`src/rtl/ctrl_pkg.sv`:
```
// Shared opcodes, read-latency limits and state encoding for the data-memory control unit.
package ctrl_pkg;

  localparam logic [3:0] OPC_STORE = 4'b1100;
  localparam logic [3:0] OPC_LOAD  = 4'b1101;

  localparam int RD_LAT_MIN = 1;
  localparam int RD_LAT_MAX = 4;
  localparam int CNT_W      = $clog2(RD_LAT_MAX);

  typedef enum logic [2:0] {
    IDLE,
    STORE,
    LOAD_REQ,
    LOAD_WAIT,
    LOAD_CAP,
    RETIRE
  } state_e;

endpackage

```
`src/rtl/rd_latency_counter.sv`:
```
// Loadable down-counter for the RAM read wait; zero flag is combinational from the count.
// Decrement saturates at zero, so the flag stays high until the next load.
module rd_latency_counter
  import ctrl_pkg::*;
(
  input  logic             clock,
  input  logic             reset,
  input  logic             load,
  input  logic [CNT_W-1:0] load_val,
  input  logic             dec,
  output logic             zero
);

  logic [CNT_W-1:0] count;

  always_ff @(posedge clock) begin
    if (reset) begin
      count <= '0;
    end else if (load) begin
      count <= load_val;
    end else if (dec && (count != '0)) begin
      count <= count - CNT_W'(1);
    end
  end

  assign zero = (count == '0);

endmodule

```
`src/rtl/mem_control_unit.sv`:
```
// Data-memory sequencer: STORE retires 2 cycles after accept, LOAD 2+RD_LAT, ALU-only ops 1.
// One instruction in flight; instr_ready is low from accept until the FSM is back in IDLE.
module mem_control_unit #(
  parameter int               DATA_W    = 8,
  parameter int               ADDR_W    = 4,
  parameter int               OPC_W     = 4,
  parameter int               RD_LAT    = 1,
  parameter logic [OPC_W-1:0] OPC_STORE = OPC_W'(ctrl_pkg::OPC_STORE),
  parameter logic [OPC_W-1:0] OPC_LOAD  = OPC_W'(ctrl_pkg::OPC_LOAD)
) (
  input  logic              clock,
  input  logic              reset,
  input  logic              instr_valid,
  output logic              instr_ready,
  input  logic [OPC_W-1:0]  opcode,
  input  logic [ADDR_W-1:0] operando,
  input  logic [DATA_W-1:0] alu_result,
  output logic [ADDR_W-1:0] mem_addr,
  output logic              mem_rd,
  output logic              mem_we,
  output logic [DATA_W-1:0] mem_din,
  input  logic [DATA_W-1:0] mem_dout,
  output logic [DATA_W-1:0] reg_a,
  output logic [DATA_W-1:0] led_out,
  output logic              done
);
  import ctrl_pkg::*;

  if ((RD_LAT < RD_LAT_MIN) || (RD_LAT > RD_LAT_MAX)) begin : g_rd_lat_check
    $error("mem_control_unit: RD_LAT must lie in 1..4");
  end

  state_e            state;
  logic [ADDR_W-1:0] addr_q;
  logic [DATA_W-1:0] dat_q;
  logic              accept;
  logic              cnt_zero;

  assign instr_ready = (state == IDLE) && !reset;
  assign accept      = instr_valid && instr_ready;

  // Address and write data are latched at accept, so they stay put while the decoder moves on.
  assign mem_addr = addr_q;
  assign mem_din  = dat_q;

  rd_latency_counter u_rd_latency_counter (
    .clock    (clock),
    .reset    (reset),
    .load     (accept && (opcode == OPC_LOAD)),
    .load_val (CNT_W'(RD_LAT - 1)),
    .dec      ((state == LOAD_REQ) || (state == LOAD_WAIT)),
    .zero     (cnt_zero)
  );

  always_ff @(posedge clock) begin
    if (reset) begin
      state   <= IDLE;
      addr_q  <= '0;
      dat_q   <= '0;
      mem_rd  <= 1'b0;
      mem_we  <= 1'b0;
      done    <= 1'b0;
      reg_a   <= '0;
      led_out <= '0;
    end else begin
      mem_rd <= 1'b0;
      mem_we <= 1'b0;
      done   <= 1'b0;
      case (state)
        IDLE: begin
          if (accept) begin
            addr_q <= operando;
            dat_q  <= alu_result;
            if (opcode == OPC_STORE) begin
              mem_we <= 1'b1;
              state  <= STORE;
            end else if (opcode == OPC_LOAD) begin
              mem_rd <= 1'b1;
              state  <= LOAD_REQ;
            end else begin
              done  <= 1'b1;
              state <= RETIRE;
            end
          end
        end
        STORE: begin
          done  <= 1'b1;
          state <= IDLE;
        end
        // With RD_LAT=1 the counter is already zero here and LOAD_WAIT is skipped.
        LOAD_REQ:  state <= cnt_zero ? LOAD_CAP : LOAD_WAIT;
        LOAD_WAIT: if (cnt_zero) state <= LOAD_CAP;
        LOAD_CAP: begin
          reg_a   <= mem_dout;
          led_out <= mem_dout;
          done    <= 1'b1;
          state   <= IDLE;
        end
        RETIRE:  state <= IDLE;
        default: state <= IDLE;
      endcase
    end
  end

endmodule

```
`config.mk`:
```
export PLATFORM = sky130hd
export DESIGN_NAME = mem_control_unit
export DESIGN_NICKNAME = d
export VERILOG_FILES = /design/src/rtl/ctrl_pkg.sv /design/src/rtl/rd_latency_counter.sv /design/src/rtl/mem_control_unit.sv
export SDC_FILE = /design/constraint.sdc
export NUM_CORES = 1
export LEC_CHECK = 0
export CORE_UTILIZATION = 42
export CTS_CLUSTER_SIZE = 20
export DETAILED_ROUTE_END_ITERATION = 16
export GPL_TIMING_DRIVEN = 0
export PLACE_DENSITY_LB_ADDON = 0.12
export SLEW_MARGIN = 40
export SYNTH_ARGS = -nofsm -noshare
export SYNTH_HDL_FRONTEND = slang
export SYNTH_SLANG_ARGS = --single-unit
```
`constraint.sdc`:
```
create_clock -name clock -period 3.2 [get_ports clock]
set_input_delay 0.64 -clock clock [delete_from_list [all_inputs] [get_ports clock]]
set_output_delay 0.64 -clock clock [all_outputs]
set_load 0.01 [all_outputs]
```
# Word level (Yosys, flattened, before mapping)
# Index checks and enable logic that the tools add are counted.
# totals
elab_cells	46
ff_bits	28
latch_bits	0
out_inout_bits	32
ram_bits	0
rom_bits	0
memories	0
# op_classes
muxes	12
bitwise	2
n_mul	0
shift	0
n_reduce_logical	15
n_addsub	1
n_div	0
order_cmp	0
n_eq_ne	8
# ops
op	n
3-bit two-way mux	5
3-bit case mux with 3 select lines	1
4-bit equality test (second input constant)	2
3-bit by 2-bit equality test with 1-bit output (second input constant)	2
1-bit two-way mux	5
1-bit logical AND	4
2-bit != test (second input constant)	2
2-bit AND reduction	2
2-bit OR reduction	2
4-bit OR reduction	1
3-bit by 1-bit equality test with 1-bit output (second input constant)	1
3-bit equality test (second input constant)	1
3-bit zero test	1
3-bit OR reduction	1
2-bit zero test	1
1-bit inverter	2
1-bit case mux with 2 select lines	1
2-bit nonzero test	1
2-bit by 1-bit subtractor with 2-bit output (second input constant)	1
1-bit zero test	1
1-bit logical OR	1

# Logic depth before layout (Yosys ltp)
# logic_depth
ltp_word	5
ltp_mapped	6
ltp_nobuf	5

# Cells and area by module
# From an unflattened synthesis, not the netlist that was laid out.
# unflattened
cells_unflattened	152
area_unflattened_um2	1266.2
# by_module_without_submodules
mod	cells_per_inst	seq_area_each_um2	n_inst	area_each_um2
mem_control_unit	138	520.5	1	1139.8
rd_latency_counter	14	40.0	1	126.4

# Least setup slack after synthesis
# Ideal clock, no wire load.
# synth_path
path_type	input port to output port
start	input port reset
end	output port instr_ready
stages	2
t_arrival_ps	1199
setup_slack_ps	1361
required_ps	2560
path_buffers	1
cell_sequence	clkbuf_1 > nor4_1
# synth_via
elab_chain_cells	2
# synth_rtl
item	line	source
start, declared	mem_control_unit.sv:12	input logic reset,
1-bit zero test	mem_control_unit.sv:39	assign instr_ready = (state == IDLE) && !reset;
1-bit logical AND	mem_control_unit.sv:39	
end, declared	mem_control_unit.sv:14	output logic instr_ready,
# No other way between the ends.

# Worst setup path in the final report
# Ends and elaborated chain as after synthesis.

==> metrics.md <==
| Metric | Value |
|---|---|
| Final Slew Violations | `0` |
| Pwr per Cell Area | `402 nW/µm²` |
| Most common library cells after synthesis | `dfxtp_1 (28), nand2_1 (24), a21oi_1 (13)` |
| Maximum vdd drop | `0.295 mV` |
| Total congestion overflow | `0` |
| Die height | `54.3 µm` |
| Ports | `59` |
| CTS Hold Bufs | `0` |
| Remaining routing DRC violations | `0` |
| Sw frac | `24.8%` |
| Worst R2R Path Depth | `5` |
| Gr usage total | `18.4%` |
| CP Launch Point | `reset` |
| Setup crit end | `instr_ready` |
| Total power draw | `0.724 mW` |
| Mapped Cells | `127` |
| Routability cong. | `0.661` |
| Met2 usage | `32.3%` |
| Final Hold Vio Count | `0` |
| First-pass GRT wire length | `3.86 mm` |
| Post-cts resize count | `0` |
| Largest cells by area after synthesis | `dfxtp_1 (49%), nand2_1 (7.8%), mux2i_1 (7.0%), a21oi_1 (5.7%), buf_4 (5.2%)` |
| Vias/cell | `4.90` |
| Die area | `2950 µm²` |
| DP HPWL | `1.97 mm` |
| Finish-stage setup viols | `0` |
| H-tree lvl count | `1` |
| Starting Density | `45.5%` |
| Worst-path clk slew | `0.14 ns` |
| Setup bufs post-CTS | `0` |
| Num rows | `18` |
| Area added between synthesis and finish | `57.0%` |
| Register share of total power | `52.5%` |
| Hold WS | `0.462 ns` |
| TritonCTS Buffers | `3` |
| Critical path startpoint category | `input port` |
| Crit-path slowest cell | `clkdlybuf4s50_1` |
| Crit path max fanout | `10` |
| Synthesized Nets | `155` |
| Worst R2R Start | `state[1]$_SDFFE_PP0P_` |
| Min Tclk post-route | `2.73 ns` |
| FF+latch count, synth | `28` |
| GRT busiest layer | `met2` |
| Clock network power share | `23.2%` |
| Avg Inst Size Synth | `9.04 µm²` |
| Slew margin rel. | `62.0%` |
| Most common cell in the synthesized netlist | `dfxtp_1` |
| Post-synth top flop | `dfxtp_1` |
| Final WL | `2.53 mm` |
| Post-synth EDFFs | `0` |
| Worst path most repeated cell | `clkdlybuf4s50_1` |
| Worst stage delay on the critical path | `0.57 ns` |
| Initial DRC count | `12` |
| Fin crit share | `85.2%` |
| Post-DR wirelength/cell | `11.6 µm` |
| Yosys warnings | `0` |
| FILL cells | `207` |
| TritonRoute pass-1 iters | `4` |
| Reg-to-Reg End | `mem_din[6]$_SDFFE_PP0P_` |
| Final setup TNS | `0 ns` |
| Vias | `1074` |
| Met1 Usage GRT | `20.6%` |
| Internal | `0.544 mW` |
| Pin count of the biggest net entering global routing | `16` |
| Layout cell share with drive strength beyond 1 | `11.6%` |
| Worst hold path class | `flip-flop to flip-flop` |
| Logic gate share of total power | `24.3%` |
| # diodes | `0` |
| Met3 Usage GRT | `5.00%` |
| Critical Path RT | `2.56 ns` |
| Actual slew at the worst max-slew pin | `0.563 ns` |
| Vias in the first global route | `927` |
| Critical path type | `input port to output port` |
| IO Port Bufs | `58` |
| Worst EP arrival | `2.09 ns` |
| Worst Skew | `0.00678 ns` |
| Clock sinks | `28` |
| R2R Setup Slk | `1.48 ns` |
| Sw Pwr | `0.180 mW` |
| Worst setup EP type | `output port` |
| Fmax | `367 MHz` |
| Register area share after synthesis | `48.8%` |
| Post-synth ARST share | `0%` |
| RSZ-0062 raised after global routing | `false` |
| Initial antenna violation count | `0` |
| Maximum root-to-sink buffer count | `2` |
| Crit path cell chain | `clkdlybuf4s50_1 > clkbuf_1 > nor4_1 > clkdlybuf4s50_1` |
| Status | `complete, no violations` |
| Root Buffer | `clkbuf_4` |
| MaxCap Viol Count | `0` |
| Yosys top cell by area | `dfxtp_1` |
| Pleak | `0.664 nW` |
| ANT nets after route | `0` |
| CTS tree | `done` |
| CORE AREA | `2520 µm²` |
| Post-Synthesis Cell Area | `1150 µm²` |
| Final nets | `218` |
| Hold_sp | `mem_addr[1]$_SDFFE_PP0P_` |
| Die Span X | `54.3 µm` |
| Area share of the largest cell type after synthesis | `48.8%` |
| Yosys cell types | `26` |
| Clk_lat worst skew | `0.32 ns` |
[layout by cell type (no fill, tap or decap)]
cell,instances
a211oi_2,1
ha_1,1
buf_2,4
a2111oi_0,2
nand3b_1,1
nand2_1,24
nand2b_1,1
clkbuf_8,1
nor4b_1,1
nor3b_1,2
or4b_4,1
clkbuf_4,3
nor4_1,2
nor2_1,11
clkbuf_1,4
nor4_2,1
a21oi_1,13
nor3_1,5
a211oi_1,1
dfxtp_1,28
clkdlybuf4s50_1,58
mux2i_1,8
nand4b_1,1
a32oi_1,1
buf_6,2
inv_1,2
buf_4,8
xnor2_1,1
or2_4,1
[through the flow]
| step | util [%] | area, µm² | std cells | setup WS, ns |
|---|---|---|---|---|
| 2_1_floorplan | - | 1150 | 127 | 1.36 |
| 3_3_place_gp | 70.0 | 1770 | 215 | 0.478 |
| 3_5_place_dp | 70.0 | 1770 | 215 | 0.467 |
| 4_1_cts | 71.5 | 1800 | 219 | 0.463 |
| 5_1_grt | 71.5 | 1800 | 219 | 0.409 |
| 6_report | 71.5 | 1800 | 219 | 0.475 |
[worst min path at each step]
stage | to | slack [ns] | cells after the start
after floorplan | u_rd_latency_counter.count[1]$_SDFFE_PP0P_ | 0.48 | 2
after global placement | mem_din[2]$_SDFFE_PP0P_ | 0.44 | 2
after detailed placement | mem_addr[1]$_SDFFE_PP0P_ | 0.45 | 2
after CTS | mem_addr[1]$_SDFFE_PP0P_ | 0.47 | 2
after global routing | mem_addr[2]$_SDFFE_PP0P_ | 0.49 | 2
final | mem_addr[1]$_SDFFE_PP0P_ | 0.46 | 2
[per-layer routing]
metal	up-vias	part of all wire, %
li1	546	-
met1	478	41
met2	48	48
met3	2	10
met4	0	0.51
met5	-	0
[registers in the layout (all words and copies together) (netlist names)]
register / count
led_out: 8
mem_din: 8
mem_addr: 4
state: 3
u_rd_latency_counter.count: 2
done: 1
mem_rd: 1
mem_we: 1
[power by group through the flow]
stage	sequential [mW]	clock (mW)	combinational (mW)
global route	0.382	0.188	0.193
CTS	0.380	0.176	0.178
detailed placement	0.388	0	0.177
global placement	0.387	0	0.174
floorplan	0.396	0	0.0751
finish	0.380	0.168	0.176
[cell type report]
class	instances	area, µm²	share of cell area (%)
plain buffers	18	118	6.52
clock buffers	4	36.3	2.01
inverters	2	7.51	0.416
multi-input cells	79	463	25.7
flip-flops and latches	28	561	31.1
well taps	30	37.5	2.08
repair buffers	58	581	32.2
[cells by family (layout without fill, tap and decap cells)]
family,Yosys count,count (layout),synth area share (%)
flops,28,28,48.8
mux,8,8,6.97
buf+inv,20,82,10.9
compound gates,18,18,9.70
xor+xnor,1,1,0.763
fa+ha+maj,1,1,1.09
simple gates,51,51,21.8
[critical path, delay by kind of cell]
family	cells	cell delay [ns]
and+or+nand+nor	1	0.22
buffers and inverters	3	1.23
No activity file was read; power rests on OpenSTA's default activity.
